[config.mk]
export PLATFORM = sky130hd
export DESIGN_NAME = mux2_arb
export DESIGN_NICKNAME = d
export VERILOG_FILES = /design/src/rtl/mux2_arb.sv
export SDC_FILE = /design/constraint.sdc
export NUM_CORES = 1
export LEC_CHECK = 0
export BUFFER_PORTS_ARGS = -buffer_cell sky130_fd_sc_hd__clkbuf_2
export CELL_PAD_IN_SITES_DETAIL_PLACEMENT = 1
export CELL_PAD_IN_SITES_GLOBAL_PLACEMENT = 1
export CORE_UTILIZATION = 31
export CTS_BUF_LIST = sky130_fd_sc_hd__clkbuf_8
export DETAILED_ROUTE_END_ITERATION = 16
export GPL_TIMING_DRIVEN = 0
export PLACE_DENSITY = 0.76
export SYNTH_ARGS = -nofsm -noshare
export SYNTH_HDL_FRONTEND = slang
export SYNTH_SLANG_ARGS = --single-unit
[constraint.sdc]
create_clock -name clk -period 1.5 [get_ports clk]
set_input_delay 0.075 -clock clk [delete_from_list [all_inputs] [get_ports clk]]
set_output_delay 0.075 -clock clk [all_outputs]
set_load 0.03 [all_outputs]
[src/rtl/mux2_arb.sv]
// mux2_arb: two-requester burst arbiter feeding a registered mux2 output.
// Optional MUX2_ARB_HOLD_LIMIT_EN caps each grant at MAX_HOLD beats.
module mux2_arb #(
  parameter int WIDTH    = 8,
  parameter int MAX_HOLD = 4
) (
  input  logic             clk,
  input  logic             rst,
  input  logic [1:0]       in_valid,
  input  logic [1:0]       in_last,
  input  logic [WIDTH-1:0] in_data0,
  input  logic [WIDTH-1:0] in_data1,
  output logic [1:0]       in_ready,
  output logic             sel,
  output logic             out_valid,
  output logic [WIDTH-1:0] out_data,
  output logic             out_last,
  input  logic             out_ready
);

  typedef enum logic [1:0] {
    IDLE,
    GRANT0,
    GRANT1
  } state_t;

  state_t           state;
  state_t           state_nxt;
  logic             ptr;
  logic             can_load;
  logic             xfer;
  logic             xfer_last;
  logic [WIDTH-1:0] xfer_data;
  logic             hold_hit;
  logic             release_g;

  if (MAX_HOLD < 1 || MAX_HOLD > 255) begin : g_bad_hold
    $error("mux2_arb: MAX_HOLD must be 1..255");
  end

  // handshake and datapath selection follow the grant state
  always_comb begin
    can_load    = !out_valid || out_ready;
    in_ready[0] = (state == GRANT0) && can_load;
    in_ready[1] = (state == GRANT1) && can_load;
    sel         = (state == GRANT1);
    xfer        = |(in_valid & in_ready);
    xfer_last   = sel ? in_last[1] : in_last[0];
    xfer_data   = sel ? in_data1 : in_data0;
    release_g   = xfer && (xfer_last || hold_hit);
  end

`ifdef MUX2_ARB_HOLD_LIMIT_EN
  logic [7:0] beat_cnt;

  assign hold_hit = (beat_cnt == 8'(MAX_HOLD - 1));

  // beats taken under the current grant; zero while idle
  always_ff @(posedge clk or posedge rst) begin
    if (rst) begin
      beat_cnt <= '0;
    end else if (state == IDLE) begin
      beat_cnt <= '0;
    end else if (xfer) begin
      beat_cnt <= release_g ? 8'd0 : beat_cnt + 8'd1;
    end
  end
`else
  assign hold_hit = 1'b0;
`endif

  // grant state register
  always_ff @(posedge clk or posedge rst) begin
    if (rst) begin
      state <= IDLE;
    end else begin
      state <= state_nxt;
    end
  end

  // grant decisions; a grant stays locked until its release beat
  always_comb begin
    state_nxt = state;
    unique case (state)
      IDLE: begin
        unique case (in_valid)
          2'b01:   state_nxt = GRANT0;
          2'b10:   state_nxt = GRANT1;
          2'b11:   state_nxt = ptr ? GRANT1 : GRANT0;
          default: state_nxt = IDLE;
        endcase
      end
      GRANT0, GRANT1: begin
        if (release_g) begin
          state_nxt = IDLE;
        end
      end
      default: state_nxt = IDLE;
    endcase
  end

  // preference passes to the other requester when a grant ends
  always_ff @(posedge clk or posedge rst) begin
    if (rst) begin
      ptr <= 1'b0;
    end else if (release_g) begin
      ptr <= ~sel;
    end
  end

  // output beat register; new beat may replace one draining this cycle
  always_ff @(posedge clk or posedge rst) begin
    if (rst) begin
      out_valid <= 1'b0;
      out_data  <= '0;
      out_last  <= 1'b0;
    end else if (xfer) begin
      out_valid <= 1'b1;
      out_data  <= xfer_data;
      out_last  <= xfer_last;
    end else if (out_ready) begin
      out_valid <= 1'b0;
    end
  end

endmodule
**Word-level counts from Yosys, hierarchy flattened**

Index checks and enable logic that the tools add are counted.

- Register bits: 13
- Input bits: 23
- Output and inout port bits: 13
- Word-level logic and storage cells: 30

- Equality and inequality tests: 6
- Muxes and demuxes: 8
- Bitwise logic cells: 2
- Reductions and logical operators: 9

Operators with widths:

| operator | number |
|---|---|
| 2-to-1 mux 8 bit | 1 |
| == test 2 bit, second input constant | 3 |
| case mux 2 bit (3 select lines) | 1 |
| == test 2 x 1 -> 1 bit, second input constant | 2 |
| 2-to-1 mux 2 bit | 2 |
| case mux 2 bit (2 select lines) | 1 |
| OR reduction 2 bit | 2 |
| logical AND 1 bit | 3 |
| 2-to-1 mux 1 bit | 3 |
| bitwise AND 2 bit | 1 |
| logical NOT 2 bit | 1 |
| != test 2 bit, second input constant | 1 |
| nonzero test 2 bit | 1 |
| logical NOT 1 bit | 1 |
| logical OR 1 bit | 1 |
| NOT 1 bit | 1 |

**Logic depth before layout (Yosys ltp)**

- Word-level depth: 8
- Gate-level depth with buffers: 6
- Mapped depth without buffers: 5

**Worst setup path before layout**

OpenSTA, ideal clock, no wires.

- Kind: register to register
- From: register state[0]
- To: register out_data[0]
- Arrival: 1697 ps
- Data required time: 1375 ps
- Path slack: -322 ps
- Cell stages (with the launch flop): 6
- Path through: dfrtp_1 -> inv_1 -> ha_1 -> a22oi_1 -> nor2_2 -> mux2_2

- Longest elaborated chain between the ends: 4

RTL lines:

| item | line | RTL |
|---|---|---|
| start, declared | 27 | `state_t state;` |
| start signal, assigned | 77 | `state <= state_nxt;` |
| == test 2 bit (*) | 46 | `sel = (state == GRANT1);` |
| named net sel | 14 | `output logic sel,` |
| logical AND 1 bit | 45 | `in_ready[1] = (state == GRANT1) && can_load;` |
| bitwise AND 2 bit | 47 | `xfer = \|(in_valid & in_ready);` |
| OR reduction 2 bit | 47 |  |
| end signal, assigned | 119 | `out_data <= xfer_data;` |
| end, declared | 16 | `output logic [WIDTH-1:0] out_data,` |

The timed path passes the listed nets; every way through them passes the cells marked *.
A chain may end at the register's enable or synchronous reset.

**Final worst setup path**

- From: register state[0]
- To: register ptr

- Longest elaborated chain between the ends: 5

RTL lines:

| item | line | RTL |
|---|---|---|
| == test 2 x 1 -> 1 bit or == test 2 bit (tied branches) | 44, 45, 46 |  |
| logical AND 1 bit, on equally long branches | 44, 45 |  |
| bitwise AND 2 bit | 47 |  |
| OR reduction 2 bit | 47 |  |
| logical AND 1 bit | 50 | `release_g = xfer && (xfer_last \|\| hold_hit);` |
| end signal, assigned | 107 | `ptr <= ~sel;` |
| end, declared | 29 | `logic ptr;` |

Several ways; a longest one is shown, not always the timed one.

==> flow_metrics.py <==
metrics = {
    "finish": {
        "layout_common_cells": "34 x clkbuf_2, 15 x mux2_2, 13 x dfrtp_1, 4 x inv_1, 4 x buf_4",
        "final_common_cell": "clkbuf_2",
        "area_growth_pct": 52.2,
        "antennaDiodeCount": 0,
        "nets": 127,
        "layout-drive-gt1-share_pct": 69.0,
        "design_area_mm2": 0.00105,
    },
    "synthesis": {
        "yosysTopAreaCell": "dfrtp_1",
        "synth.area.top_cells": "dfrtp_1 47%, mux2_2 26%, ha_1 5.4%",
        "synth_edf_count": 0,
        "netlist_area_um2": 693,
        "syn_inst": 56,
        "synth_seq_area_share_pct": 46.9,
        "yosysWarnings": 0,
        "async_flop_share_pct": 100,
        "ys_ff_latch": 13,
        "yosys.cell_types.count": 19,
        "synth_top_cell_area_share_pct": 46.9,
        "ys.flop_type": "dfrtp_1",
        "synth_nets": 82,
        "avgSynthCellArea_um2": 12.4,
    },
    "critical_path": {
        "r2r_cells": 6,
        "timing.rr.end": "ptr$_DFFE_PP0P_",
        "worstPathRequired_ns": 1.63,
        "end_kind": "register",
        "startpoint_type": "register",
        "r2r_start": "state[0]$_DFFE_PP0P_",
        "crit_path_end": "ptr$_DFFE_PP0P_",
        "rrSetupSlack_ns": -0.07,
        "setup.worst_path.start": "state[0]$_DFFE_PP0P_",
        "crit_arrival_ns": 1.70,
        "crit_fanout": 10,
        "crit_type": "register to register",
    },
    "global_routing": {
        "grt_max_degree": 14,
        "globalRoute.totalOverflow": 0,
        "grt_pass1_wl_um": 3090,
        "grt_use_total_pct": 16.7,
        "antenna_found_initial": 0,
        "grt_pass1_vias": 650,
    },
    "power": {
        "switching_share_pct": 43.1,
        "power_switching_mw": 0.956,
        "combPwrFrac_pct": 58.3,
        "p_clk_share_pct": 13.5,
        "p_int_mw": 1.26,
        "seqPwrFrac_pct": 28.2,
        "ir_drop_v": 0.00101,
        "powerDensity_mw_per_mm2": 2100,
        "leakagePower_nw": 0.520,
    },
    "route": {
        "wirelength_um": 1720,
        "vias": 589,
        "via_per_inst": 4.64,
        "drc": 0,
        "wire_per_inst_um": 13.5,
        "final_antenna_net_count": 0,
        "firstDrtPassIters": 2,
        "dr.first_iter.drc_count": 1,
    },
    "sta": {
        "rsz0062_at_grt": "true",
        "worst_pin_slew_ns": 0.507,
        "setup_tns_ns": -0.324,
        "slew_headroom_pct": 66.1,
        "hold_viol": 0,
        "setup_violations": 11,
        "skew_ns": 0.00415,
        "fmax_mhz": 636,
        "post-route-period-util_pct": 105,
        "worst_slack_ns": -0.0712,
        "period_minus_slack_ns": 1.57,
        "slew_viol_final": 0,
        "hold_ws_ns": 0.135,
    },
    "floorplan": {
        "die_area_mm2": 0.00243,
        "start_util_pct": 34.3,
        "die_h_um": 49.3,
        "fp.dieW_um": 49.3,
        "row_count": 16,
        "coreArea_mm2": 0.00202,
        "io_pins": 36,
    },
    "placed_design": {
        "pre_cts_ws_ns": -0.123,
        "placed_area_um2": 928,
        "place_congestion": 0.792,
        "hpwlAfterDp_um": 1260,
        "numPortBuffers": 35,
    },
    "clocking": {
        "cts-root-buf": "clkbuf_8",
        "cts_tree": "built",
        "cts.sink_count": 13,
        "clk_latency_ns": 0.24,
        "numCtsBuffers": 3,
        "clockBufferDepth": 2,
        "clk_pin_slew_ns": 0.06,
        "h-tree-depth": 1,
    },
    "outcome": {
        "status": "finished with violations",
        "violations": "negative setup slack",
    },
    "job": {
        "drv_cap": 0,
    },
    "hold_path": {
        "hp-class": "primary input to register",
    },
}
==> synthesized netlist by cell type, types with 3 or more instances <==
master / count
mux2i_1: 3
dfrtp_1: 13
mux2_2: 16
inv_1: 5
ha_1: 3
nand2_1: 3
==> critical path: stages, from the launching register on <==
cell	delay, ns
dfrtp_1	0.36
inv_2	0.07
ha_4	0.17
buf_12	0.14
mux2i_2	0.17
or3_4	0.34
a32o_1	0.20
==> power by group through the flow <==
stage	sequential, mW	clock, mW	combinational [mW]
3_5_place_dp	0.633	0	1.14
5_1_grt	0.651	0.331	1.39
2_1_floorplan	0.893	0	0.586
4_1_cts	0.630	0.312	1.26
6_report	0.625	0.300	1.29
3_3_place_gp	0.621	0	1.12
==> registers in the layout, indices dropped and copies added (netlist names) <==
| signal | flops |
|---|---|
| ptr | 1 |
| out_last | 1 |
| state | 2 |
| out_data | 8 |
| out_valid | 1 |
==> routing by layer <==
| layer | part of all wire, % | vias up | global-route usage (%) |
|---|---|---|---|
| met2 | 50 | 25 | 27.9 |
| met1 | 44 | 278 | 21.5 |
| met4 | 0 | 0 | 4.41 |
| met5 | 0 | - | 0 |
| li1 | - | 286 | - |
| met3 | 5.8 | 0 | 3.43 |
==> cell families after synthesis <==
logic type	synth area share (%)
simple gates	7.40
compound gates	6.14
fa+ha+maj	5.42
buf+inv	3.79
flops	46.9
mux	30.3
==> worst min path at each step <==
stage          slack [ns]   startpoint                 endpoint  depth (start not counted)
3_3_place_gp         0.11          rst  out_data[3]$_DFFE_PP0P_                          2
3_5_place_dp         0.12          rst  out_data[1]$_DFFE_PP0P_                          2
4_1_cts              0.13  in_valid[0]     state[0]$_DFFE_PP0P_                          3
2_1_floorplan       -0.05          rst  out_data[0]$_DFFE_PP0P_                          1
6_report             0.14   in_last[0]          ptr$_DFFE_PP0P_                          2
5_1_grt              0.13   in_last[0]          ptr$_DFFE_PP0P_                          2
==> cell type report <==
type	instances	area, um2
inverter	5	18.8
buffer	1	20.0
fill	230	967
clock inverter	1	3.75
sequential	13	325
clock buffer	3	41.3
tap	27	33.8
timing repair buffer	39	210
multi-input combinational	38	402
==> repair_timing <==
item,CTS,global route
gates cloned,1,0
resized for setup,8,5
pin swaps,2,3
hold buffers,1,0
setup buffers,2,1
endpoints found under the hold margin,13,0
setup endpoints to repair,11,13
==> per-stage QoR <==
step / instances / utilization (%) / power, mW
finish: 127 / 52.2 / 2.22
global placement: 118 / 45.9 / 1.75
CTS: 126 / 51.2 / 2.21
floorplan: 56 / - / 1.48
global route: 127 / 52.2 / 2.37
detailed placement: 118 / 45.9 / 1.78
No activity file was read; power rests on OpenSTA's default activity.
